## src/rtl/fetch_target_queue_pkg.sv

```systemverilog
// ============================================================================
// Module  : fetch_target_queue_pkg
// Brief   : Shared types and sizes for the fetch target queue.
// Revision: 1.0
// ============================================================================
`default_nettype none

package fetch_target_queue_pkg;

    localparam int ADDR_W       = 32;
    localparam int FTQ_N        = 2;
    localparam int FTQ_DEPTH    = 8;
    localparam int FTQ_IDX_BITS = $clog2(FTQ_DEPTH);

    typedef logic [ADDR_W-1:0] addr_t;

    typedef struct packed {
        addr_t pc;
        logic  taken;
    } pc_entry_t;

    typedef struct packed {
        logic  valid;
        addr_t pc;
        logic  pred_taken;
        addr_t pred_target;
    } ftq_entry_t;

endpackage

`default_nettype wire

```

## src/rtl/fetch_target_queue_if.sv

```systemverilog
// ============================================================================
// Module  : fetch_target_queue_if
// Brief   : Predictor, redirect and fetch-side signals of the fetch target queue.
// Revision: 1.0
// ============================================================================
`default_nettype none

interface fetch_target_queue_if
    import fetch_target_queue_pkg::*;
#(
    parameter int N     = FTQ_N,
    parameter int DEPTH = FTQ_DEPTH
);
    localparam int CNT_W = $clog2(DEPTH + 1);
    localparam int REQ_W = $clog2(N + 1);

    pc_entry_t  [N-1:0]  pred_target;
    logic                pred_valid;
    addr_t               pc_start;
    logic                pred_ready;
    logic                flush;
    addr_t               redirect_pc;
    logic   [REQ_W-1:0]  deq_req;
    ftq_entry_t [N-1:0]  deq_entries;
    logic   [REQ_W-1:0]  deq_count;
    logic   [CNT_W-1:0]  count;

    modport slave (
        input  pred_target, pred_valid, flush, redirect_pc, deq_req,
        output pc_start, pred_ready, deq_entries, deq_count, count
    );

    modport master (
        output pred_target, pred_valid, flush, redirect_pc, deq_req,
        input  pc_start, pred_ready, deq_entries, deq_count, count
    );

endinterface

`default_nettype wire

```

## src/rtl/fetch_target_queue_ptr_ctrl.sv

```systemverilog
// ============================================================================
// Module  : fetch_target_queue_ptr_ctrl
// Brief   : Head/tail/occupancy bookkeeping, ready and pop-count for the FTQ.
// Revision: 1.0
// ============================================================================
`default_nettype none

module fetch_target_queue_ptr_ctrl #(
    parameter  int N     = 2,
    parameter  int DEPTH = 8,
    localparam int IDX_W = $clog2(DEPTH),
    localparam int CNT_W = $clog2(DEPTH + 1),
    localparam int REQ_W = $clog2(N + 1)
) (
    input  wire logic             clock,
    input  wire logic             reset,
    input  wire logic             i_pred_valid,
    input  wire logic             i_flush,
    input  wire logic [REQ_W-1:0] i_deq_req,
    output logic      [IDX_W-1:0] o_head,
    output logic      [IDX_W-1:0] o_tail,
    output logic      [CNT_W-1:0] o_count,
    output logic                  o_pred_ready,
    output logic                  o_enq_fire,
    output logic      [REQ_W-1:0] o_deq_count
);

    logic [IDX_W-1:0] r_head;
    logic [IDX_W-1:0] r_tail;
    logic [CNT_W-1:0] r_count;
    logic [CNT_W-1:0] w_req_ext;
    logic [CNT_W-1:0] w_deq_ext;
    logic [CNT_W-1:0] w_count_next;

    // Ready looks only at the pre-dequeue occupancy.
    assign o_pred_ready = (CNT_W'(DEPTH) - r_count) >= CNT_W'(N);
    assign o_enq_fire   = i_pred_valid && o_pred_ready && !i_flush;

    assign w_req_ext    = CNT_W'(i_deq_req);
    assign w_deq_ext    = i_flush ? '0 : ((w_req_ext < r_count) ? w_req_ext : r_count);
    assign o_deq_count  = REQ_W'(w_deq_ext);
    assign w_count_next = r_count + (o_enq_fire ? CNT_W'(N) : '0) - w_deq_ext;

    always_ff @(posedge clock or negedge reset) begin
        if (!reset) begin
            r_head  <= '0;
            r_tail  <= '0;
            r_count <= '0;
        end else if (i_flush) begin
            r_head  <= '0;
            r_tail  <= '0;
            r_count <= '0;
        end else begin
            r_head  <= r_head + IDX_W'(w_deq_ext);
            if (o_enq_fire) begin
                r_tail <= r_tail + IDX_W'(N);
            end
            r_count <= w_count_next;
        end
    end

    assign o_head  = r_head;
    assign o_tail  = r_tail;
    assign o_count = r_count;

endmodule

`default_nettype wire

```

## src/rtl/fetch_target_queue.sv

```systemverilog
// ============================================================================
// Module  : fetch_target_queue
// Brief   : Fetch PC register plus circular queue of predicted fetch targets.
// Revision: 1.0
// ============================================================================
`default_nettype none

module fetch_target_queue
    import fetch_target_queue_pkg::*;
#(
    parameter int    N        = FTQ_N,
    parameter int    DEPTH    = FTQ_DEPTH,
    parameter addr_t RESET_PC = '0
) (
    input  wire logic      clock,
    input  wire logic      reset,
    fetch_target_queue_if.slave bus
);

    localparam int IDX_W = $clog2(DEPTH);
    localparam int CNT_W = $clog2(DEPTH + 1);
    localparam int REQ_W = $clog2(N + 1);

    ftq_entry_t       r_queue [DEPTH];
    addr_t            r_pc_start;
    addr_t            w_src_pc [N];
    ftq_entry_t       w_new [N];
    logic [IDX_W-1:0] w_head;
    logic [IDX_W-1:0] w_tail;
    logic [CNT_W-1:0] w_count;
    logic             w_pred_ready;
    logic             w_enq_fire;
    logic [REQ_W-1:0] w_deq_count;

    fetch_target_queue_ptr_ctrl #(
        .N     (N),
        .DEPTH (DEPTH)
    ) u_ptr_ctrl (
        .clock        (clock),
        .reset        (reset),
        .i_pred_valid (bus.pred_valid),
        .i_flush      (bus.flush),
        .i_deq_req    (bus.deq_req),
        .o_head       (w_head),
        .o_tail       (w_tail),
        .o_count      (w_count),
        .o_pred_ready (w_pred_ready),
        .o_enq_fire   (w_enq_fire),
        .o_deq_count  (w_deq_count)
    );

    // Each slot's own PC is the previous slot's predicted target.
    for (genvar gi = 0; gi < N; gi++) begin : g_src_pc
        if (gi == 0) begin : g_first
            assign w_src_pc[gi] = r_pc_start;
        end else begin : g_chain
            assign w_src_pc[gi] = bus.pred_target[gi-1].pc;
        end
    end

    always_comb begin
        for (int i = 0; i < N; i++) begin
            w_new[i] = '{valid:       1'b1,
                         pc:          w_src_pc[i],
                         pred_taken:  bus.pred_target[i].taken,
                         pred_target: bus.pred_target[i].pc};
        end
    end

    always_ff @(posedge clock) begin
        if (w_enq_fire) begin
            for (int i = 0; i < N; i++) begin
                r_queue[w_tail + IDX_W'(i)] <= w_new[i];
            end
        end
    end

    always_ff @(posedge clock or negedge reset) begin
        if (!reset) begin
            r_pc_start <= RESET_PC;
        end else if (bus.flush) begin
            r_pc_start <= bus.redirect_pc;
        end else if (w_enq_fire) begin
            r_pc_start <= bus.pred_target[N-1].pc;
        end
    end

    // Slots beyond the occupancy read as all-zero so stale storage never leaks.
    always_comb begin
        for (int i = 0; i < N; i++) begin
            bus.deq_entries[i] = '0;
            if (CNT_W'(i) < w_count) begin
                bus.deq_entries[i] = r_queue[w_head + IDX_W'(i)];
            end
        end
    end

    assign bus.pc_start   = r_pc_start;
    assign bus.pred_ready = w_pred_ready;
    assign bus.deq_count  = w_deq_count;
    assign bus.count      = w_count;

endmodule

`default_nettype wire
```

## src/flat_wrapper.sv

```systemverilog
// flat-port wrapper written by rule: the top's interface ports become plain ports
module fetch_target_queue_flat import fetch_target_queue_pkg::*;
#(
    parameter int    N        = FTQ_N,
    parameter int    DEPTH    = FTQ_DEPTH,
    parameter addr_t RESET_PC = '0
)
  (clock, reset, bus_pred_target, bus_pred_valid, bus_flush, bus_redirect_pc, bus_deq_req, bus_pc_start, bus_pred_ready, bus_deq_entries, bus_deq_count, bus_count);
  fetch_target_queue_if #(.N(N), .DEPTH(DEPTH)) bus_i ();
  input  wire logic clock;
  input  wire logic reset;
  input wire logic [$bits(bus_i.pred_target)-1:0] bus_pred_target;
  input wire logic [$bits(bus_i.pred_valid)-1:0] bus_pred_valid;
  input wire logic [$bits(bus_i.flush)-1:0] bus_flush;
  input wire logic [$bits(bus_i.redirect_pc)-1:0] bus_redirect_pc;
  input wire logic [$bits(bus_i.deq_req)-1:0] bus_deq_req;
  output wire logic [$bits(bus_i.pc_start)-1:0] bus_pc_start;
  output wire logic [$bits(bus_i.pred_ready)-1:0] bus_pred_ready;
  output wire logic [$bits(bus_i.deq_entries)-1:0] bus_deq_entries;
  output wire logic [$bits(bus_i.deq_count)-1:0] bus_deq_count;
  output wire logic [$bits(bus_i.count)-1:0] bus_count;
  assign bus_i.pred_target = bus_pred_target;
  assign bus_i.pred_valid = bus_pred_valid;
  assign bus_i.flush = bus_flush;
  assign bus_i.redirect_pc = bus_redirect_pc;
  assign bus_i.deq_req = bus_deq_req;
  assign bus_pc_start = bus_i.pc_start;
  assign bus_pred_ready = bus_i.pred_ready;
  assign bus_deq_entries = bus_i.deq_entries;
  assign bus_deq_count = bus_i.deq_count;
  assign bus_count = bus_i.count;
  fetch_target_queue #(.N(N), .DEPTH(DEPTH), .RESET_PC(RESET_PC)) u_core (.clock(clock), .reset(reset), .bus(bus_i));
endmodule
```

## config.mk

```make
export PLATFORM = sky130hd
export DESIGN_NAME = fetch_target_queue_flat
export DESIGN_NICKNAME = d
export VERILOG_FILES = /design/src/rtl/fetch_target_queue_pkg.sv /design/src/rtl/fetch_target_queue_if.sv /design/src/rtl/fetch_target_queue_ptr_ctrl.sv /design/src/rtl/fetch_target_queue.sv /design/src/flat_wrapper.sv
export SDC_FILE = /design/constraint.sdc
export NUM_CORES = 1
export LEC_CHECK = 0
export CAP_MARGIN = 5
export CORE_UTILIZATION = 59
export CTS_CLUSTER_SIZE = 14
export DETAILED_ROUTE_END_ITERATION = 8
export GPL_TIMING_DRIVEN = 0
export PLACE_DENSITY = 0.82
export SLEW_MARGIN = 20
export SYNTH_ARGS = -nofsm -noshare
export SYNTH_HDL_FRONTEND = slang
export SYNTH_HIERARCHICAL = 1
export SYNTH_SLANG_ARGS = --single-unit
```

## constraint.sdc

```tcl
create_clock -name clock -period 6.9 [get_ports clock]
set_clock_uncertainty 0.05 [all_clocks]
set_input_delay 1.38 -clock clock [delete_from_list [all_inputs] [get_ports clock]]
set_output_delay 1.38 -clock clock [all_outputs]
set_load 0.02 [all_outputs]
```

# Yosys cells after proc, flatten, opt, wreduce, memory -nomap -nowiden
# Memories as Yosys holds them, arrays and structs flattened.
# Cells that the tools add are included.
# totals
elab_cells,33
inputBits,104
memories,1
ramBits,520
out_inout_bits,171
reg_bits,42
# memory_table
name,words,word_bits,read_ports,rd_ports_with_merged_regs,write_ports,line,text
u_core.r_queue,8,65,2,0,2,fetch_target_queue.sv:24,ftq_entry_t r_queue [DEPTH];
# op_classes
add_sub_neg,7
mux,13
magnitude_cmp,4
reduce_logical,4
# ops
op,n
$mux W66,2
$mux W32,2
$mux W4,3
$mux W3,3
$lt A1 B4 Y1 const A,2
$add A3 B1 Y3 const B,2
$add A4 B2 Y4,1
$ge A4 B2 Y1 const B,1
$lt A2 B4 Y1,1
$sub A4 B4 Y4,1
$sub A4 B4 Y4 const A,1
$add A3 B2 Y3 const B,1
$add A3 B3 Y3,1
$logic_and A1 B1 Y1,2
$mux W1,2
$mux W2,1
$reduce_bool A2 Y1,1
$logic_not A1 Y1,1

# Longest topological paths before layout
# Gate-level depths: netlist (run 1).
# logic_depth
ltp_word,8
mapped_depth,12
mapped_depth_nobuf,12

# By module
# Netlist (run 1), hierarchy kept.
# modules_own_cells
module,cells_each,area_each_um2,n_inst,seq_area_each_um2
fetch_target_queue,1779,31340.1,1,16415.7
fetch_target_queue_ptr_ctrl,68,678.2,1,225.2

# Worst setup path after synthesis (run 1)
# Ideal clock, no wire load.
# synth_timing
path_type,input to register
from,in bus_pred_valid
to,mem u_core/r_queue[2][0] (netlist bit) (enable)
slack_ps,1021
stages,5
arrival_time_ps,5318
path_cell_list,a21boi_2 nor2b_1 buf_2 nand2b_1 o22ai_1
# synth_lines
element,line,text
from (decl),flat_wrapper.sv:13,input wire logic [$bits(bus_i.pred_valid)-1:0] bus_pred_valid;
to (decl),fetch_target_queue.sv:24,

# Final worst setup path (run 1)
# layout_timing
from,"reg u_core.u_ptr_ctrl.r_head[1], in the netlist u_core/u_ptr_ctrl/o_head[1]"
to,out bus_deq_entries[77]
# layout_between
elab_chain_cells,3
# layout_lines
element,line,text
from (decl),fetch_target_queue_ptr_ctrl.sv:28,logic [IDX_W-1:0] r_head;
from (signal assigned),fetch_target_queue_ptr_ctrl.sv:54,r_head <= r_head + IDX_W'(w_deq_ext);
$add A3 B1 Y3,fetch_target_queue.sv:93,bus.deq_entries[i] = r_queue[w_head + IDX_W'(i)];
$mem_v2 Z8 W65,--,
$mux W66,fetch_target_queue.sv:92,if (CNT_W'(i) < w_count) begin
to (decl),flat_wrapper.sv:19,output wire logic [$bits(bus_i.deq_entries)-1:0] bus_deq_entries;
# Every way passes these cells.

==> results of run 1 <==
[routing by layer]
layer,vias to the layer above,routed length [microns],global-route usage
met5,-,13,0
met4,2,5430,0.189
met3,318,12800,0.0812
met2,1831,48600,0.588
met1,11100,36400,0.492
li1,8398,-,-
[layout make-up]
type | instances | area, sq um
well taps | 696 | 871
clock inverters | 27 | 208
diodes | 1 | 2.50
clock buffers | 82 | 1620
flip-flops and latches | 561 | 16600
inverters | 9 | 33.8
repair buffers | 302 | 3360
multi-input cells | 1089 | 14500
plain buffers | 188 | 953
fillers | 3323 | 15500
[flip-flops by register name, indices dropped and copies added (netlist names)]
signal and cells:
u_core/bus.pc_start 32, u_core/r_queue 520, u_core/u_ptr_ctrl/o_count 4, u_core/u_ptr_ctrl/o_head 3, u_core/u_ptr_ctrl/o_tail 2
[logic make-up (layout without fill, tap and decap cells)]
logic type,after synthesis,count (layout),share of synthesized area
fa+ha+maj,12,12,0.00539
compound gates,179,179,0.0443
buf+inv,197,608,0.0308
simple gates,76,76,0.0119
other cells,1,2,0.000117
xor+xnor,7,7,0.00191
mux,814,814,0.386
flops,561,561,0.520
[worst max-delay path, delay by kind of cell, from the launching register on]
| kind | cells | cell delay (ns) |
|---|---|---|
| AOI/OAI and AO/OA | 1 | 0.34 |
| DFF | 1 | 0.73 |
| buffers and inverters | 3 | 1.98 |
| adders and majority gates | 1 | 0.27 |
| and+or+nand+nor | 1 | 0.17 |
| xor gates and xnor gates | 1 | 0.19 |
[synth_stat cells, drive strengths merged, types with 2 or more instances]
library cell,n
dfrtp,41
buf,106
clkbuf,82
fa,3
a21oi,4
and3,2
nor2b,9
mux2i,32
o21bai,2
or3,3
a22o,130
xor2,3
nand3,3
xnor2,4
mux4,260
edfxtp,520
mux2,522
nand2b,4
inv,9
nand2,35
nor2,9
a21o,2
nor3,6
o21ai,35
ha,9
[power groups by stage]
stage / Clock [uW] / Sequential, uW / Combinational [uW]
floorplan: 0 / 4520 / 4350
global placement: 0 / 4590 / 7110
detailed placement: 0 / 4540 / 7330
CTS: 3080 / 4470 / 7380
global route: 3210 / 4510 / 7720
finish: 3080 / 4490 / 7530
[metrics by stage]
stage	instance area, sq um	setup WS (ns)	total power, uW	std cells	util
2_1_floorplan	32000	1.02	8870	1847	-
3_3_place_gp	35600	-3.84	11700	2817	0.663
3_5_place_dp	36300	1.59	11900	2845	0.677
4_1_cts	38200	1.37	14900	2954	0.711
5_1_grt	38200	1.25	15400	2955	0.711
6_report	38200	1.16	15100	2955	0.711
[worst paths after layout]
path	startpoint	slack [ns]	to
max in group asynchronous	reset	5.64	u_core/bus.pc_start[22]
worst min-delay path	reset	0.63	u_core/bus.pc_start[7]
worst max register to register	u_core/u_ptr_ctrl/o_count[1]	2.28	u_core/r_queue[3][39]
worst min register to register	u_core/u_ptr_ctrl/o_tail[2]	0.64	u_core/u_ptr_ctrl/o_tail[2]
min in group clock	u_core/u_ptr_ctrl/o_tail[2]	0.64	u_core/u_ptr_ctrl/o_tail[2]
worst max-delay path	u_core/u_ptr_ctrl/o_head[1]	1.16	bus_deq_entries[77]
==> metrics.cfg, run 1 <==
[global_route]
grt_start_max_net_pins=38
antenna_found_initial=2
grt_pass1_vias=22000
grt_overflow=0
grt_pass1_wl_mm=148
track_usage=0.373

[clocking]
cts_root_buffer=clkbuf_16
clock_latency_ns=0.62
clk_pin_slew_ns=0.06
htree_levels=2
ctsHoldBuffers=0
cts_tree=done
cts_buffers=59
postCtsResizedCells=0
ctsLongestPathBuffers=3
cts_setup_buffers=0
cts_num_sinks=561

[cells_and_area]
drive_gt1_frac=0.449
layout_common_cells=edfxtp_1, mux2_2, clkdlybuf4s50_1, mux4_2, a22o_1
final_common_cell=edfxtp_1
fin_nets=2326
syn_to_final_growth_pct=19.2

[pwr]
clkPwrFrac=0.204
p_int_uw=9450
pwr-share-seq=0.297
switching_power_uw=5650
netSwitchingFraction=0.374
p_per_area_nw_per_um2=396
peakVddDrop_uv=301
leakage_uw=0.0130
comb_power_share=0.499

[timing]
finalSetupTns_ns=0
tightest_slew_ns=1.05
hold_viol_final=0
min_period_ns=5.74
rsz0062_at_grt=false
setup_violations=0
max_freq_ghz=0.174
hold_slack_ns=0.630
finalCritPeriodShare=0.832
max_slew_margin=0.291
drv_slew=0

[placement]
dp_hpwl_mm=69.7
port_buffers=274
place_congestion=0.902

[detailed_routing]
vias_per_cell=7.32
wirelength_mm=103
wl_per_cell_microns=34.9
first_pass_iters=5
drt_iter0_markers=2946
vias=21600
drcViolationCount=0
ant_nets=0

[floorplan]
floorplan.initialDensity=0.596
io_pins=275
core-area_sq_um=53700
row_count=85
die_area_sq_um=55200
die_w_microns=235
die_h_microns=235

[setup_path]
critPathLaunchType=flop
crit_top_cell=clkbuf_1
critPathKind=reg2out
path_cells=ha_1 -> xor2_1 -> and2_1 -> clkbuf_1 -> clkbuf_1 -> a22o_1 -> clkdlybuf4s50_1
slowest_stage=clkbuf_1
cp_max_fo=10
reg2reg_depth=14
cp-end-kind=primary output
required_ns=5.47
cp.arrival_ns=4.31
slowest_delay_ns=0.76

[yosys]
synth-seq-cells=561
yosysWarnings=6
syn_avg_cell_area_sq_um=17.3
postSynthNetCount=1963
synth_area_leaders=edfxtp_1, mux4_2, mux2_2
synthFlopType=edfxtp_1
synth_top_area_cell=edfxtp_1
ys_types=45
synth_edf_count=520
synth_cells=1847
synth_top_area_share=0.488
synth-seq-area-share=0.520
async_reset_ff_frac=0.0731
syn-cell-area_sq_um=32000

[outcome]
status=finished clean

[run]
cap_violations=0

[min_path]
hp-class=in2async

Note: power is estimated with default switching activity, not from simulation.
==> run 2: changes to the inputs <==
--- a/config.mk
+++ b/config.mk
@@ -6,11 +6,11 @@
 export NUM_CORES = 1
 export LEC_CHECK = 0
 export CAP_MARGIN = 5
-export CORE_UTILIZATION = 59
+export CORE_UTILIZATION = 53
 export CTS_CLUSTER_SIZE = 14
 export DETAILED_ROUTE_END_ITERATION = 8
 export GPL_TIMING_DRIVEN = 0
-export PLACE_DENSITY = 0.82
+export PLACE_DENSITY = 0.78
 export SLEW_MARGIN = 20
 export SYNTH_ARGS = -nofsm -noshare
 export SYNTH_HDL_FRONTEND = slang
==> constraint.sdc (replaced) <==
create_clock -name clock -period 4.7 [get_ports clock]
set_clock_uncertainty 0.05 [all_clocks]
set_input_delay 0.94 -clock clock [delete_from_list [all_inputs] [get_ports clock]]
set_output_delay 0.94 -clock clock [all_outputs]
set_load 0.02 [all_outputs]
==> run 2 against run 1 <==
The flow now finishes with violations (DRC). Worst setup slack worse by 1.1 ns. Combinational power is 50% higher. Total power is 49% higher. Cell area is 0.84% higher. Sequential share of layout area is 0.36 points lower. Via count is 1.1% lower. Flip-flop and latch count stayed put. Routed wire length is 3.0% higher. Critical path type unchanged. Largest cell class unchanged. Highest routed layer unchanged.
==> metrics.cfg, run 2 (same netlist as run 1, synthesis figures left out) <==
[outcome]
status=complete, but fails checks  ; was finished clean
violations=DRC

[detailed_routing]
wirelength_mm=106  ; was 103 mm
drcViolationCount=18  ; was 0
ant_nets=0  ; unchanged
vias_per_cell=7.05  ; was 7.32
drt_iter0_markers=2604  ; was 2,946
first_pass_iters=8  ; was 5
vias=21400  ; was 21,600
wl_per_cell_microns=35.1  ; was 34.9 microns

[setup_path]
reg2reg_depth=14  ; unchanged
r2r_start=u_core/u_ptr_ctrl/o_count[1]  ; unchanged
critPathKind=reg2out  ; unchanged
cp_max_fo=10  ; unchanged
cp.arrival_ns=3.69  ; was 4.31 ns
required_ns=3.71  ; was 5.47 ns
rrSetupSlack_ns=0.24  ; was 2.28 ns
timing.rr.end=u_core/r_queue[3][10]  ; was u_core/r_queue[3][39]
critPathLaunchType=flop  ; unchanged
cp-end-kind=primary output  ; unchanged

[timing]
finalSetupTns_ns=0  ; unchanged
rsz0062_at_grt=false  ; unchanged
finalCritPeriodShare=0.995
tightest_slew_ns=1.22  ; was 1.05 ns
max_slew_margin=0.186  ; was 0.291
hold_viol_final=0  ; unchanged
max_freq_ghz=0.214
drv_slew=0  ; unchanged
min_period_ns=4.68
setup_violations=0  ; unchanged

[placement]
place_congestion=0.879  ; was 0.902
place_inst=2924  ; was 2,845
dp_hpwl_mm=70.9  ; was 69.7 mm
port_buffers=274  ; unchanged
dpl_cell_area_sq_um=36500  ; was 36,300 sq um

[cells_and_area]
diodes=0  ; was 1
syn_to_final_growth_pct=20.2  ; was 19.2%
final_util=0.648  ; was 0.711
fin_nets=2328  ; was 2,326
layout_common_cells=edfxtp_1, mux2_2, clkdlybuf4s50_1, mux4_2, a22o_1  ; unchanged
final_common_cell=edfxtp_1  ; unchanged
finish.instance_area_sq_um=38500  ; was 38,200 sq um
fin_cells=3033  ; was 2,955
n_fill_cell=4115  ; was 3,323
drive_gt1_frac=0.465  ; was 0.449
regMostFlops=u_core/r_queue  ; unchanged
largest_reg_flops=520  ; unchanged

[global_route]
grt_pass1_vias=22000  ; about the same
grt_pass1_wl_mm=150  ; was 148 mm
antenna_found_initial=4  ; was 2
track_usage=0.346  ; was 0.373
grt_overflow=0  ; unchanged
grt_start_max_net_pins=37  ; was 38

[clocking]
clk_pin_slew_ns=0.06  ; about the same
cts_num_sinks=561  ; unchanged
ctsLongestPathBuffers=3  ; unchanged
cts_setup_buffers=0  ; unchanged
cts_root_buffer=clkbuf_16  ; unchanged
htree_levels=2  ; unchanged
cts_tree=done  ; unchanged
clock_latency_ns=0.63  ; was 0.62 ns
ctsHoldBuffers=0  ; unchanged
cts_buffers=59  ; unchanged

[floorplan]
die_w_microns=248  ; was 235 microns
row_count=89  ; was 85
floorplan.initialDensity=0.539  ; was 0.596
core-area_sq_um=59400  ; was 53,700 sq um
die_area_sq_um=61400  ; was 55,200 sq um
io_pins=275  ; unchanged
die_h_microns=248  ; was 235 microns

[pwr]
leakage_uw=0.0131  ; was 0.0130 uW
peakVddDrop_uv=473  ; was 301 uV
p_per_area_nw_per_um2=586  ; was 396 nW/um^2

[min_path]
hp-class=in2async  ; unchanged

[run]
cap_violations=0  ; unchanged

## run 2: cell types whose count changed in the layout (fill, tap and decap cells not counted), sizes merged
cell and delta:
inv -1, diode -1, a41o +1, clkinv +6, buf -5, bufinv +2
clkbuf -1
## run 2: power by group
part	internal [uW]	switching [uW]	total (uW)
clock network	2700	1980	4680
logic	5220	6040	11300
registers	6190	402	6600
## run 2: area by class of cell
type	count	area, sq um	area share
flip-flops and latches	561	16600	0.432
multi-input cells	1090	14500	0.377
repair buffers	304	3390	0.0881
clock buffers	75	1630	0.0423
plain buffers	187	1050	0.0272
well taps	773	967	0.0251
clock inverters	34	283	0.00735
inverters	9	33.8	0.000878
## run 2: how the worst max path moves through the flow
stage / start / endpoint / slack (ns) / cells past startpoint
after floorplan: u_core/u_ptr_ctrl/o_count[1] / u_core/r_queue[3][0] / 0.03 / 12
after global placement: bus_flush / u_core/r_queue[3][38] / -3.14 / 9
after detailed placement: bus_flush / u_core/r_queue[7][21] / -0.23 / 10
after CTS: u_core/u_ptr_ctrl/o_head[1] / bus_deq_entries[77] / -0.01 / 6
after global routing: u_core/u_ptr_ctrl/o_head[1] / bus_deq_entries[63] / 0.003 / 5
final: u_core/u_ptr_ctrl/o_head[1] / bus_deq_entries[53] / 0.02 / 5
## run 2: worst max-delay path: stages, from the launching register on
cell and delay (ns):
dfrtp_2 0.55, clkbuf_1 0.46, clkbuf_1 0.75, mux4_2 0.43, a22o_1 0.30, clkdlybuf4s50_1 0.56
## run 2: timing repair
item	CTS	global route
gates cloned	0	1
resized for setup	32	44
endpoints found under the hold margin	0	0
pin swaps	0	0
setup endpoints to repair	126	168
## run 2: stage by stage
step                total power (uW)  hold slack, ns  setup WS (ns)
floorplan                      13000           0.559         0.0347
global placement               17300           0.672          -3.14
detailed placement             17500           0.684         -0.232
CTS                            22300           0.172        -0.0133
global route                   23100           0.198        0.00342
finish                         22500           0.191         0.0236
## run 2: metal layers
metal / routed length [microns] / vias to the layer above / global-route usage
met3: 13200 / 310 / 0.0883
met2: 50600 / 1661 / 0.552
met5: 127 / - / 0.0111
met1: 37400 / 11000 / 0.445
li1: - / 8423 / -
met4: 5080 / 6 / 0.160
